$ cat src/rtl/fetch_pkg.sv
// fetch_pkg: shared types and constants for the instruction fetch front end.
//   fetch_entry_t  : one queued fetch result {pc, instr}
//   ICACHE_*       : icache_status encodings
//   fetch_state_t  : fetch FSM states
package fetch_pkg;

    typedef struct packed {
        logic [31:0] pc;
        logic [31:0] instr;
    } fetch_entry_t;

    localparam logic [1:0] ICACHE_IDLE = 2'b00;
    localparam logic [1:0] ICACHE_BUSY = 2'b01;
    localparam logic [1:0] ICACHE_DONE = 2'b10;

    typedef enum logic [0:0] {
        RUN,
        WAIT
    } fetch_state_t;

endpackage

$ cat src/rtl/fetch_queue.sv
// fetch_queue: circular FIFO of fetch_entry_t feeding decode.
// Ports:
//   clk, rst   : clock, synchronous active-high reset
//   push       : write push_data at the tail
//   pop        : drop the head entry (ignored when empty)
//   flush      : empty the queue; wins over push/pop
//   push_data  : entry to enqueue
//   head       : head entry, all zeros when empty
//   count      : number of valid entries
module fetch_queue
    import fetch_pkg::*;
#(
    parameter int unsigned DEPTH = 4
) (
    input  logic                     clk,
    input  logic                     rst,
    input  logic                     push,
    input  logic                     pop,
    input  logic                     flush,
    input  fetch_entry_t             push_data,
    output fetch_entry_t             head,
    output logic [$clog2(DEPTH):0]   count
);

    localparam int unsigned PW = $clog2(DEPTH);
    localparam int unsigned CW = PW + 1;

    fetch_entry_t   mem_q [DEPTH];
    logic [PW-1:0]  head_q, head_d;
    logic [PW-1:0]  tail_q, tail_d;
    logic [CW-1:0]  count_q, count_d;
    logic           do_pop;

    always_comb begin
        do_pop  = pop && (count_q != '0);
        head_d  = head_q;
        tail_d  = tail_q;
        count_d = count_q;
        if (flush) begin
            head_d  = '0;
            tail_d  = '0;
            count_d = '0;
        end else begin
            // DEPTH is a power of two, so pointers wrap naturally
            if (push)   tail_d = tail_q + PW'(1);
            if (do_pop) head_d = head_q + PW'(1);
            count_d = count_q + CW'(push) - CW'(do_pop);
        end
    end

    always_ff @(posedge clk) begin
        if (rst) begin
            head_q  <= '0;
            tail_q  <= '0;
            count_q <= '0;
        end else begin
            head_q  <= head_d;
            tail_q  <= tail_d;
            count_q <= count_d;
        end
    end

    // Storage needs no reset; count gates visibility
    always_ff @(posedge clk) begin
        if (!rst && !flush && push) begin
            mem_q[tail_q] <= push_data;
        end
    end

    always_comb begin
        head  = (count_q == '0) ? '0 : mem_q[head_q];
        count = count_q;
    end

endmodule

$ cat src/rtl/instr_fetch_unit.sv
// instr_fetch_unit: fetch stage in front of the L1 instruction cache.
// Holds the fetch PC, drives the cache address/stall, queues completed accesses
// for decode and handles backend redirects (abort access, flush queue).
// Ports:
//   clk, rst                      : clock, synchronous active-high reset
//   redirect_valid, redirect_pc   : backend redirect (pc[1:0] ignored)
//   icache_addr, icache_stall     : cache address (= pc) and hold/abort
//   icache_data, icache_status    : cache read data and status (00/01/10)
//   deq_valid, deq_ready          : decode handshake
//   deq_pc, deq_instr             : head entry (zero when empty)
//   perf_*                        : performance counters
// Build option: define FETCH_PERF_EN to build the perf counters; otherwise the
// perf_* outputs are tied to zero.
module instr_fetch_unit
    import fetch_pkg::*;
#(
    parameter logic [31:0] RESET_PC    = 32'hBFC0_0000,
    parameter int unsigned QUEUE_DEPTH = 4
) (
    input  logic        clk,
    input  logic        rst,
    input  logic        redirect_valid,
    input  logic [31:0] redirect_pc,
    output logic [31:0] icache_addr,
    output logic        icache_stall,
    input  logic [31:0] icache_data,
    input  logic [1:0]  icache_status,
    output logic        deq_valid,
    input  logic        deq_ready,
    output logic [31:0] deq_pc,
    output logic [31:0] deq_instr,
    output logic [31:0] perf_fetch_count,
    output logic [31:0] perf_redirect_count,
    output logic [31:0] perf_full_cycles
);

    localparam int unsigned    CW   = $clog2(QUEUE_DEPTH) + 1;
    localparam logic [CW-1:0] FULL = CW'(QUEUE_DEPTH);

    fetch_state_t  state_q, state_d;
    logic [31:0]   pc_q, pc_d;
    logic [CW-1:0] count;
    logic [CW-1:0] count_next;
    fetch_entry_t  head;
    fetch_entry_t  push_data;
    logic          push;
    logic          pop;
    logic          unused_redirect_lsbs;

    assign unused_redirect_lsbs = ^redirect_pc[1:0];

    always_comb begin
        deq_valid  = (count != '0) && !redirect_valid;
        pop        = deq_valid && deq_ready;
        // Redirect drops any data completing in the same cycle
        push       = (state_q == RUN) && !redirect_valid && (icache_status == ICACHE_DONE);
        push_data  = '{pc: pc_q, instr: icache_data};
        count_next = count + CW'(push) - CW'(pop);

        pc_d    = pc_q;
        state_d = state_q;
        if (redirect_valid) begin
            pc_d    = {redirect_pc[31:2], 2'b00};
            state_d = RUN;
        end else if (state_q == RUN) begin
            if (push) begin
                pc_d = pc_q + 32'd4;
                if (count_next == FULL) state_d = WAIT;
            end
        end else if (count != FULL) begin
            // Decided on start-of-cycle count: WAIT always lasts past the freeing pop
            state_d = RUN;
        end
    end

    always_ff @(posedge clk) begin
        if (rst) begin
            state_q <= RUN;
            pc_q    <= RESET_PC;
        end else begin
            state_q <= state_d;
            pc_q    <= pc_d;
        end
    end

    always_comb begin
        icache_addr  = pc_q;
        icache_stall = rst || redirect_valid || (state_q == WAIT);
        deq_pc       = head.pc;
        deq_instr    = head.instr;
    end

    fetch_queue #(
        .DEPTH (QUEUE_DEPTH)
    ) u_queue (
        .clk       (clk),
        .rst       (rst),
        .push      (push),
        .pop       (pop),
        .flush     (redirect_valid),
        .push_data (push_data),
        .head      (head),
        .count     (count)
    );

`ifdef FETCH_PERF_EN
    logic [31:0] fetch_cnt_q, fetch_cnt_d;
    logic [31:0] redir_cnt_q, redir_cnt_d;
    logic [31:0] full_cnt_q, full_cnt_d;

    always_comb begin
        fetch_cnt_d = fetch_cnt_q + 32'(push);
        redir_cnt_d = redir_cnt_q + 32'(redirect_valid);
        full_cnt_d  = full_cnt_q + 32'(state_q == WAIT);
    end

    always_ff @(posedge clk) begin
        if (rst) begin
            fetch_cnt_q <= '0;
            redir_cnt_q <= '0;
            full_cnt_q  <= '0;
        end else begin
            fetch_cnt_q <= fetch_cnt_d;
            redir_cnt_q <= redir_cnt_d;
            full_cnt_q  <= full_cnt_d;
        end
    end

    assign perf_fetch_count    = fetch_cnt_q;
    assign perf_redirect_count = redir_cnt_q;
    assign perf_full_cycles    = full_cnt_q;
`else
    assign perf_fetch_count    = '0;
    assign perf_redirect_count = '0;
    assign perf_full_cycles    = '0;
`endif

endmodule

$ cat config.mk
export PLATFORM = sky130hd
export DESIGN_NAME = instr_fetch_unit
export DESIGN_NICKNAME = d
export VERILOG_FILES = /design/src/rtl/fetch_pkg.sv /design/src/rtl/fetch_queue.sv /design/src/rtl/instr_fetch_unit.sv
export SDC_FILE = /design/constraint.sdc
export NUM_CORES = 1
export LEC_CHECK = 0
export ABC_AREA = 1
export BUFFER_PORTS_ARGS = -buffer_cell sky130_fd_sc_hd__buf_4
export CAP_MARGIN = 20
export CORE_UTILIZATION = 42
export DETAILED_ROUTE_END_ITERATION = 16
export PLACE_DENSITY_LB_ADDON = 0.2
export RECOVER_POWER = 100
export SLEW_MARGIN = 20
export SYNTH_ARGS = -nofsm -noshare
export SYNTH_HDL_FRONTEND = slang
export SYNTH_SLANG_ARGS = --single-unit
export TNS_END_PERCENT = 5
$ cat constraint.sdc
create_clock -name clk -period 5 [get_ports clk]
set_clock_uncertainty 0.05 [all_clocks]
set_input_delay 0.25 -clock clk [delete_from_list [all_inputs] [get_ports clk]]
set_output_delay 0.25 -clock clk [all_outputs]
set_load 0.005 [all_outputs]
==> results of run 1 <==
## layer usage
metal | vias to the layer above | share of wire
li1 | 4430 | -
met1 | 4327 | 0.45
met2 | 293 | 0.48
met3 | 43 | 0.057
met4 | 0 | 0.016
met5 | - | 0
## flip-flops by register name, indices dropped and copies added, names as in the netlist, named ones only
register and flops:
u_queue.mem_q 248, icache_addr 30, u_queue.count 3, u_queue.head_q 2, u_queue.tail_q 2, state_q 1
## power by group through the flow
stage / registers (mW) / logic (mW) / clock network [mW]
CTS: 2.70 / 0.286 / 2.22
finish: 2.70 / 0.268 / 2.17
global route: 2.70 / 0.303 / 2.31
global placement: 2.75 / 0.244 / 0
detailed placement: 2.75 / 0.247 / 0
floorplan: 2.73 / 0.177 / 0
## cell families after synthesis
logic type               Yosys count
other                              1
XOR/XNOR                          14
AND/OR/NAND/NOR                  476
adder cells (fa/ha/maj)           10
buffers and inverters            201
flip-flops                       288
AO/OA/AOI/OAI                    246
## metrics by stage
stage                     worst slack (ns)  std cells  power [mW]  utilization  instance area [um^2]
after global routing                 0.949       1853        5.32        0.515                 15400
after global placement                2.20       1740        2.99        0.471                 14100
after detailed placement              2.20       1740        3.00        0.471                 14100
after CTS                             1.69       1853        5.21        0.523                 15600
after floorplan                       1.06       1335        2.91            -                 13200
final                                 1.29       1853        5.13        0.515                 15400
## critical path: stages
cell           delay, ns
dlygate4sd3_1       0.53
clkbuf_1            0.47
nor2_1              0.48
nand2_1             0.25
nor2_1              1.44
buf_12              0.40
## final cells by class
type                       instances  area share
timing repair buffer             231       0.111
clock inverter                    16      0.0104
clock buffer                      38      0.0521
multi-input combinational        846       0.248
inverter                          44      0.0108
sequential                       288       0.536
tap                              390      0.0317
## how the worst max path moves through the flow
stage / slack (ns) / endpoint / startpoint / cells after the start
detailed placement: 2.20 / u_queue.mem_q[2][62] / icache_status[0] / 7
global route: 0.95 / u_queue.mem_q[1][16] / rst / 6
CTS: 1.69 / deq_pc[16] / flop / 6
finish: 1.29 / u_queue.mem_q[1][16] / rst / 6
floorplan: 1.06 / u_queue.mem_q[0][0] / state_q / 5
global placement: 2.20 / u_queue.mem_q[2][62] / icache_status[0] / 7
## what timing repair did
action | in CTS | in global routing
endpoints found under the setup margin | 0 | 0
hold endpoints to repair | 155 | 0
hold buffers | 59 | 0
## cells in the mapped netlist, types with 2 or more instances
cell type and number:
a21oi_1 89, a31oi_1 7, buf_1 5, buf_2 16, buf_4 100, clkbuf_1 36
dfxtp_1 40, edfxtp_1 248, ha_1 10, inv_1 36, inv_2 7, nand2_1 111
nand2_2 2, nand3_1 26, nand3_2 2, nand3b_1 3, nand4_1 6, nor2_1 303
nor2_2 8, nor2_4 2, nor3_1 7, o21ai_0 138, o21ai_1 4, o21bai_1 3
xnor2_1 6, xor2_1 8
==> impl_summary.md, run 1 <==
Detailed routing
The remaining routing DRC violations is 0. In the routed layout, each cell is associated on average with a via count of 4.91. The detailed-router iteration count before antenna repair is 5. The count of antenna-violating nets left after detailed routing is 0. Wires add up to 30700 um.

After the first detailed-routing iteration, the DRC count stood at 525. The count of vias placed by the detailed router is 9093. The final routed wire length divided by cell count is 16.6 um.

Logic synthesis
After synthesis, the share of flip-flops with an asynchronous set or reset is 0. Summed over all instances, the cell type with the most area after synthesis is edfxtp_1. The main combinational cell family by area after synthesis is simple AND/OR/NAND/NOR gates. The post-synthesis share of cell area spent on xor and xnor gates is 0.00955. Synthesis handed over a netlist of 1236 instances. The number of unique standard cell types used by synthesis is 39.

The share of the synthesized area in the top cell type is 0.580. The number of enable flip-flop cells after synthesis is 248. The number of warnings reported in the yosys synthesis log is 0. Yosys attributes the largest share of cell area to edfxtp_1 (58%), nor2_1 (8.9%), dfxtp_1 (6.2%).

The cell area after technology mapping is 0.0128 mm^2. The simple-gate share of the synthesized area is 0.150. Measured against the total synthesized area, the mux share comes to 0. The post-synthesis share of cell area spent on full adders, half adders and majority gates is 0.00974. A synthesized cell averages 10.4 um^2. The share of the synthesized area in compound gates (AO/OA/AOI/OAI) is 0.0986. The total of flip-flops plus latches after synthesis is 288. Of the synthesized area, sequential elements account for 0.642. For this run, the leading register cell type out of synthesis is edfxtp_1.

Place
The congestion estimate from routability-driven global placement came to 0.857. The placed wire-length estimate is 17500 um. The number of buffers inserted by port buffering is 161.

GRT
For met3 alone, demand over resource in global routing was 0.0286. For met1 alone, demand over resource in global routing was 0.260. The initial antenna violation count is 0. The largest net degree at the start of global routing is 91.

The total routing resource utilization after global routing is 0.194. For this run, global-route usage on met2 was measured as 0.331. The via count of the first global-routing pass is 8491.

The wire length of the first global-routing pass is 46700 um. After global routing, the most crowded layer is met2. The total overflow left after global routing is 0.

Power and ir drop
The power per cell area is 333 mW/mm^2. The leakage power is 5.70 nW. The cell internal power dissipation is 4.05 mW. The switching power is 1.09 mW. The part of the power in the clock network is 0.422.

The largest vdd supply drop is 0.301 mV. Of the total power, registers draw 0.526. The share of total power dissipated in combinational logic is 0.052. Of the total power, the share spent switching nets is 0.212.

Worst setup path
The endpoint identified for the worst register-to-register timing path is u_queue.mem_q[1][16]. The largest fanout on the critical path is 45. The signal arrival time at the worst endpoint is 3.87 ns. The startpoint of the most critical register-to-register path is state_q.

For flop-to-flop paths, the worst setup slack is 1.61 ns. Data on the critical path is required at its endpoint by 5.16 ns. The worst reg-to-reg path cell count is 6. The category of the critical setup timing path is in2reg. The endpoint class of the critical path is a flop. STA classifies the critical path startpoint as a primary input.

Clocking
In this run the post-CTS setup repair buffer count came out at 0. The clock reaches the later pin of the worst-skew pair after 0.55 ns. TritonCTS built the clock tree. The number of buffers added by the clock tree synthesis step is 30. The clock-pin slew on the worst setup and hold paths is 0.06 ns.

The clock tree root buffer cell is clkbuf_16. The number of H-tree levels is 1. After clock tree synthesis, the repair step resized 0 gates. The maximum root-to-sink buffer count is 3.

The count of clock tree sinks is 288.

Finish
The library cells used most frequently in the layout, excluding fill and tap cells, are nor2_1 (304), edfxtp_1 (248), o21ai_0 (138), nand2_1 (111), conb_1 (100). The count of nets after finishing is 1521. The area growth from synthesis to layout is 19.9%. The number of antenna cells inserted is 0. Of the cells placed in the final design, the portion with a size suffix greater than 1 is 0.126. The sequential cell area is 0.00825 mm^2. Leaving out fill and tap cells, the most frequent cell in the layout is nor2_1. The number of filler instances in the final layout is 2698.

The multi-input combinational cells in the finished layout cover a total of 0.00381 mm^2.

Run status
The run finished, with violations left. The final reports fail on max-capacitance violations, max-slew violations.

Floorplanning
The core region is 0.0299 mm^2. The die is 177 um tall. The floorplan die area is 0.0313 mm^2. The die is 177 um wide. The number of placement rows is 63. The number of I/O pins is 264. The initial cell density of the core is 0.430.

Run
Across the run, the number of max-cap violations was 3.

Timing
Setup violations remaining at the end of the flow were counted as 0. The accumulated negative setup slack is 0 ns. Setup repair after global routing left no endpoint under its margin. The smallest hold slack is 0.0126 ns. The count of endpoints failing hold in the final timing report is 0. Subtracting the final worst setup slack from the clock period gives 3.71 ns. At the pin with the least slew margin, the transition time is 1.99 ns. Timing would allow up to 270 MHz. The count of final max-slew check failures came to 99. The relative slew slack is -0.330. The post-route fraction of the period consumed by the critical path is 0.742.

Min path
The class of the tightest hold or removal check is in2reg. The worst hold path terminates at u_queue.head_q[0]. The startpoint of the worst hold path is deq_ready. The number of cells on the worst hold path is 3.
(Power assumes the default switching activity.)
==> run 2, diff against run 1 <==
Clock period 5 ns to 3.6 ns, I/O delays scaled along.
==> run 2 against run 1 <==
Net effect: highest routed layer unchanged; critical path depth is 1 lower; cell count is 1.2% higher; largest power group unchanged; non-clock buffer count is 20 higher; clock power is 47% higher; combinational power is 46% higher; sequential power is 39% higher; wire length is 1.1% higher; worst setup slack worse by 0.82 ns; flip-flop and latch count stayed put; count of clock-buffer cells in the layout is 6 higher; worst hold slack better by 0.023 ns; the run now ends clean; power is 43% higher.
==> impl_summary.md, run 2 (same netlist as run 1, synthesis figures left out) <==
Run status
The flow ran to the end, and the final reports show no timing, DRC or antenna violations.

GRT
The via count of the first global-routing pass is 8794 (+3.6%). The initial antenna violation count is 0 (unchanged). The leftover overflow at the end of global routing is 0 (unchanged).

The largest net degree at the start of global routing is 92 (+1.1%). The total routing resource utilization after global routing came to 0.197 (+0.00267). The wire length of the first global-routing pass is 47500 um (+1.8%).

Worst setup path
The data required time at the worst endpoint came to 3.37 ns (-1.79 ns). The largest fanout on the critical path was 24 (-47%). The signal arrival time at the worst endpoint is 2.90 ns (-0.97 ns). Broken down by cell family, the worst path's largest delay share belongs to simple AND/OR/NAND/NOR gates. The endpoint class of the critical path is an output pin.

The minimum setup slack among reg-to-reg paths is 0.83 ns (-0.78 ns). The category of the critical setup timing path is reg2out. The signal on the critical path passes through or2_0, nor2_2, buf_4, a21oi_1, clkbuf_4. The critical-path cell with the highest stage delay is nor2_2. The category of the worst setup path launch point is a flop. The highest cell delay on the worst timing path was 0.99 ns (-0.45 ns). The number of buffers and inverters on the critical path is 2 (-1).

Finish
The flip-flop count of the largest register, all copies and words added came to 248 (unchanged). Counting flops per register, the top entry is u_queue.mem_q. The non-filler instance count after layout is 1875 (+1.2%). The count of nets after finishing was 1541 (+1.3%).

The most common cell after layout, fill and taps aside is nor2_1. The fraction of layout instances using a drive strength above 1 is 0.134 (+0.00824). The top cell types in the final layout, fill and taps aside, are nor2_1 (303), edfxtp_1 (248), o21ai_0 (139), nand2_1 (111), conb_1 (100).

The number of antenna cells inserted is 0 (unchanged). The post-layout instance area is 0.0157 mm^2 (+2.1%). From synthesis to final layout, the design area changed by 22.3%. The share of the core filled with cells in the final layout is 0.526 (+0.0106).

Timing
Based on the critical path, the design can be clocked at up to 319 MHz. The worst setup slack after layout was 0.470 ns (-0.822 ns). Of the available clock period, the critical path in the final layout requires 0.870. The smallest hold slack was 0.0358 ns (+0.0231 ns). The accumulated negative setup slack is 0 ns (unchanged). The final number of setup-violating endpoints was 0 (unchanged). The slew at the pin with the worst max-slew slack came to 1.33 ns (-0.665 ns). The relative slew slack is 0.113 (+0.443). The count of endpoints failing hold in the final timing report was 0 (unchanged). Setup repair after global routing left no endpoint under its margin. The count of final max-slew check failures came to 0 (-100%).

The clock period could shrink to 3.13 ns.

Floorplanning
The area of the placeable core is 0.0299 mm^2 (unchanged). The width of the die is 177 um (unchanged). The initial cell density of the core was 0.430 (unchanged). The overall die height is 177 um (unchanged).

The floorplan die area was 0.0313 mm^2 (unchanged). The number of I/O pins is 264 (unchanged). The number of placement rows is 63 (unchanged).

Detailed routing
The detailed-router iteration count before antenna repair is 5 (unchanged). The total wire length is 31000 um (+1.1%). The final routed wire length divided by cell count is 16.5 um (about the same).

The remaining routing DRC violations is 0 (unchanged). The count of antenna-violating nets left after detailed routing is 0 (unchanged). The iteration-0 DRC count of the detailed router is 602 (+15%). The count of vias placed by the detailed router is 9138 (+0.49%).

The mean number of vias per cell was 4.87 (-0.68%).

Place
The instance area after placement was 0.0141 mm^2 (+0.52%). The instance count after placement with tap cells included came to 1743 (+0.17%). The placed wire-length estimate is 18000 um (+2.6%). The worst-case setup slack after placement came to 1.12 ns (-1.08 ns). The final weighted congestion in routability-driven placement is 0.885 (+3.3%). The number of buffers inserted by port buffering came to 161 (unchanged).

Run
The number of maximum-capacitance constraint violations came to 0 (-3).

Clocking
The clock latency on the worst-skew pair is 0.55 ns (about the same). The clock tree from TritonCTS is built. The maximum root-to-sink buffer count is 3 (unchanged). The number of buffers added by the clock tree synthesis step is 30 (unchanged). The number of H-tree levels is 1 (unchanged). The tree is rooted in a clkbuf_16.

The count of instances resized after the clock tree is built is 0 (unchanged). The clock-pin slew on the worst setup and hold paths is 0.06 ns (about the same). The count of clock tree sinks came to 288 (unchanged).

Power and ir drop
The net switching fraction of the power is 0.211 (-0.00129). The leakage power is 5.86 nW (+2.8%). The part of the total power dissipated in combinational logic came to 0.053 (about the same). The switching power is 1.54 mW (+42%).

The cell internal power dissipation is 5.78 mW (+43%). The part of the power in the clock network was 0.434 (+0.012). The post-layout total power is 7.32 mW (+43%). The largest vdd supply drop is 0.376 mV (+25%).

The power per cell area is 466 mW/mm^2 (+40%). The part of the total power dissipated in sequential elements is 0.512 (-0.014).

Min path
The class of the tightest hold or removal check is in2reg.
## run 2: area by class of cell
| cell class | instances | area [um^2] |
|---|---|---|
| Inverter | 44 | 166 |
| Multi-Input combinational cell | 846 | 3820 |
| Fill cell | 2691 | 14200 |
| Clock buffer | 44 | 895 |
| Timing Repair Buffer | 251 | 1950 |
| Clock inverter | 12 | 140 |
| Tap cell | 390 | 488 |
| Sequential cell | 288 | 8250 |
## run 2: worst paths after layout
path                                         from                    to  cells past startpoint
worst max-delay path             u_queue.count[1]         deq_instr[18]                      5
worst min-delay path              redirect_pc[15]       icache_addr[15]                      5
worst max register to register            state_q  u_queue.mem_q[1][27]                      6
worst min register to register  u_queue.head_q[1]                  flop                      2
## run 2: worst reg2reg max path, stage by stage (launching register included)
cell	delay, ns
dfxtp_1	0.32
nor2_1	0.10
nand2_1	0.25
inv_1	0.27
nand2_1	0.25
nor2_2	0.89
buf_12	0.31
## run 2: per-layer routing
layer  vias to the layer above  track usage  routed length [um]
met1                      4318        0.268               14000
met4                         0       0.0506                 525
met3                        43       0.0256                1730
met2                       302        0.332               14700
met5                         -            0                   0
li1                       4475            -                   -
## run 2: timing repair
item,4_1_cts,5_1_grt
hold buffers,76,0
setup buffers,0,0
hold endpoints to repair,160,0
## run 2: power groups by stage
| stage | Sequential (mW) | Combinational [mW] | Clock (mW) |
|---|---|---|---|
| finish | 3.75 | 0.391 | 3.18 |
| global route | 3.76 | 0.441 | 3.37 |
| CTS | 3.75 | 0.415 | 3.24 |
| detailed placement | 3.82 | 0.348 | 0 |
| global placement | 3.82 | 0.343 | 0 |
| floorplan | 3.79 | 0.245 | 0 |
==> run 3, diff against run 2 <==
Settings changed: CELL_PAD_IN_SITES_DETAIL_PLACEMENT set to 0, CELL_PAD_IN_SITES_GLOBAL_PLACEMENT set to 2, CORE_UTILIZATION 42 to 37.
Clock period 3.6 ns to 4 ns, I/O delays scaled along.
==> run 3 against run 2 <==
Net effect: the flow now finishes with violations (max-capacitance violations, max-slew violations); cell count increased by 2.8%; combinational power decreased by 10%; count of clock-buffer cells in the layout decreased by 6; sequential share of layout area decreased by 0.25 points; utilization decreased by 6.0 points; wire length increased by 3.1%; global-route usage decreased by 2.0 points; critical endpoint is now u_queue.mem_q[2][19].
==> impl_summary.md, run 3 (same netlist as run 1, synthesis figures left out) <==
Run status
The flow ran to the end, but the final reports show violations. The final reports fail on max-capacitance violations, max-slew violations.

Floorplanning
The number of I/O pins is 264 (unchanged). The width of the die was 188 um (+6.5%). The overall die height is 188 um (+6.5%). The floorplan die area is 0.0355 mm^2 (+13%). The initial cell density of the core is 0.379 (-0.0507). The number of placement rows was 67 (+6.3%). The area of the placeable core is 0.0339 mm^2 (+13%).

Power and ir drop
The post-layout total power is 6.76 mW (-7.7%). The leakage power came to 5.87 nW (+0.29%). The largest vdd supply drop is 0.378 mV (+0.40%). The power per cell area is 428 mW/mm^2 (-8.1%).

Timing
Based on the critical path, the design can be clocked at up to 293 MHz. The post-route fraction of the period consumed by the critical path is 0.853. The final number of setup-violating endpoints came to 0 (unchanged). Setup repair after global routing left no endpoint under its margin. The count of final max-slew check failures came to 179 (+179).

The accumulated negative setup slack is 0 ns (unchanged). The worst path needs 3.41 ns of the cycle, external delays included. The relative slew slack is -0.169 (-0.282).

The count of endpoints failing hold in the final timing report is 0 (unchanged). The smallest hold slack is 0.0307 ns (-0.00504 ns). The slew at the pin with the worst max-slew slack is 1.75 ns (+0.425 ns).

GRT
The leftover overflow at the end of global routing is 0 (unchanged). The via count of the first global-routing pass is 8342 (-5.1%). The wire length of the first global-routing pass is 48500 um (+2.0%). The largest net degree at the start of global routing was 76 (-17%).

The initial antenna violation count is 0 (unchanged). The total routing resource utilization after global routing is 0.177 (-0.0198).

Worst setup path
The largest fanout on the critical path is 62 (+160%). The category of the critical setup timing path is in2reg. In this run the critical register-to-register path is captured at u_queue.mem_q[2][19]. The endpoint class of the critical path is a flop. In this run the critical register-to-register path is launched from state_q. The minimum setup slack among reg-to-reg paths is 0.90 ns (+0.07 ns). The worst reg-to-reg path cell count is 6 (unchanged).

STA classifies the critical path startpoint as a primary input. The data required time at the worst endpoint is 4.09 ns (+0.72 ns). The signal arrival time at the worst endpoint is 3.50 ns (+0.60 ns).

Finish
Compared with the post-synthesis result, the final layout area differs by 22.9%. The number of antenna cells inserted is 0 (unchanged). The number of filler instances in the final layout came to 3232 (+20%).

Leaving out fill and tap cells, the most frequent cells in the layout are nor2_1 (304), edfxtp_1 (248), o21ai_0 (139), nand2_1 (111), conb_1 (100). The count of nets after finishing is 1536 (-0.32%). The library cell used most frequently in the layout, excluding fill and tap cells, is nor2_1. The flip-flop count of the largest register, all copies and words added is 248 (unchanged). The most flop-heavy register is u_queue.mem_q. The share of the core filled with cells in the final layout is 0.466 (-0.0598). The post-layout instance area is 0.0158 mm^2 (+0.47%). The fraction of layout instances using a drive strength above 1 was 0.136 (+0.00180).

Min path
For hold timing, the worst endpoint is icache_addr[31]. The min-delay analysis places its worst path in the category in2reg. The number of cells on the worst hold path is 5 (unchanged).

The startpoint of the worst hold path is redirect_pc[31].

Detailed routing
The sum of routed wire segments on met1 is 15000 um (+6.7%). The total wire length was 32000 um (+3.1%). After detailed routing, no signal wire sits above met4. The remaining routing DRC violations is 0 (unchanged). The detailed-routed wire length on met2 is 14900 um (+1.1%). The sum of met3 wire segment lengths after detailed routing is 1450 um (-16%).

The count of vias placed by the detailed router is 8936 (-2.2%). The final routed wire length divided by cell count was 16.6 um (+0.31%). The count of antenna-violating nets left after detailed routing is 0 (unchanged). The iteration-0 DRC count of the detailed router is 529 (-12%). The detailed-router iteration count before antenna repair is 5 (unchanged). The mean number of vias per cell is 4.63 (-4.9%).

Clocking
The number of buffers inserted by hold repair at cts is 71 (-6.6%). The clock-pin slew on the worst setup and hold paths is 0.06 ns (about the same). The number of buffers added by the clock tree synthesis step is 31 (+3.3%). The number of H-tree levels is 1 (unchanged). The clock latency on the worst-skew pair is 0.55 ns (about the same). The count of instances resized after the clock tree is built is 0 (unchanged). The count of clock tree sinks is 288 (unchanged).

The maximum root-to-sink buffer count was 3 (unchanged). The clock tree root buffer cell is clkbuf_16. TritonCTS built the clock tree.

The total setup buffers inserted after CTS is 0 (unchanged).

Place
The final weighted congestion in routability-driven placement came to 0.815 (-7.9%). The number of buffers inserted by port buffering was 161 (unchanged). The placed wire-length estimate was 18800 um (+4.7%).

The instance area after placement was 0.0142 mm^2 (+0.37%).

Run
The number of maximum-capacitance constraint violations is 3 (+3).
[run 3: worst max path at each step]
stage                  from                    to  depth (start not counted)  slack [ns]
global placement       flop            deq_pc[17]                          7        1.26
finish                  rst  u_queue.mem_q[2][19]                          6        0.59
floorplan           state_q   u_queue.mem_q[0][0]                          5        0.06
global route            rst  u_queue.mem_q[0][59]                          6        0.31
detailed placement     flop            deq_pc[13]                          7        1.25
CTS                    flop            deq_pc[13]                          7        0.63
[run 3: layer usage]
metal,vias to the layer above,GRT usage
met2,236,0.291
met5,-,0
met1,4190,0.246
met3,43,0.0242
li1,4467,-
met4,0,0.0468
[run 3: layout make-up]
type | count | area (um^2) | share of cell area
sequential | 288 | 8250 | 0.523
inverter | 44 | 165 | 0.0105
timing repair buffer | 245 | 1880 | 0.119
clock buffer | 38 | 852 | 0.0540
clock inverter | 19 | 264 | 0.0167
tap | 448 | 561 | 0.0355
multi-input combinational | 846 | 3810 | 0.241
[run 3: power breakdown]
part           leakage (nW)  internal, mW  switching, mW
registers              2.57          3.30         0.0696
logic                  2.76         0.159          0.192
clock network         0.541          1.90           1.14
total                  5.87          5.36           1.40
[run 3: stage by stage]
| stage | cells | setup WS, ns |
|---|---|---|
| 3_5_place_dp | 1800 | 1.25 |
| 3_3_place_gp | 1800 | 1.26 |
| 2_1_floorplan | 1335 | 0.0623 |
| 4_1_cts | 1928 | 0.634 |
| 5_1_grt | 1928 | 0.307 |
| 6_report | 1928 | 0.588 |
[run 3: critical path: stages]
cell,delay [ns]
dlygate4sd3_1,0.53
clkbuf_1,0.49
nor2_1,0.55
nand2_1,0.28
nor2_4,0.12
buf_2,1.27
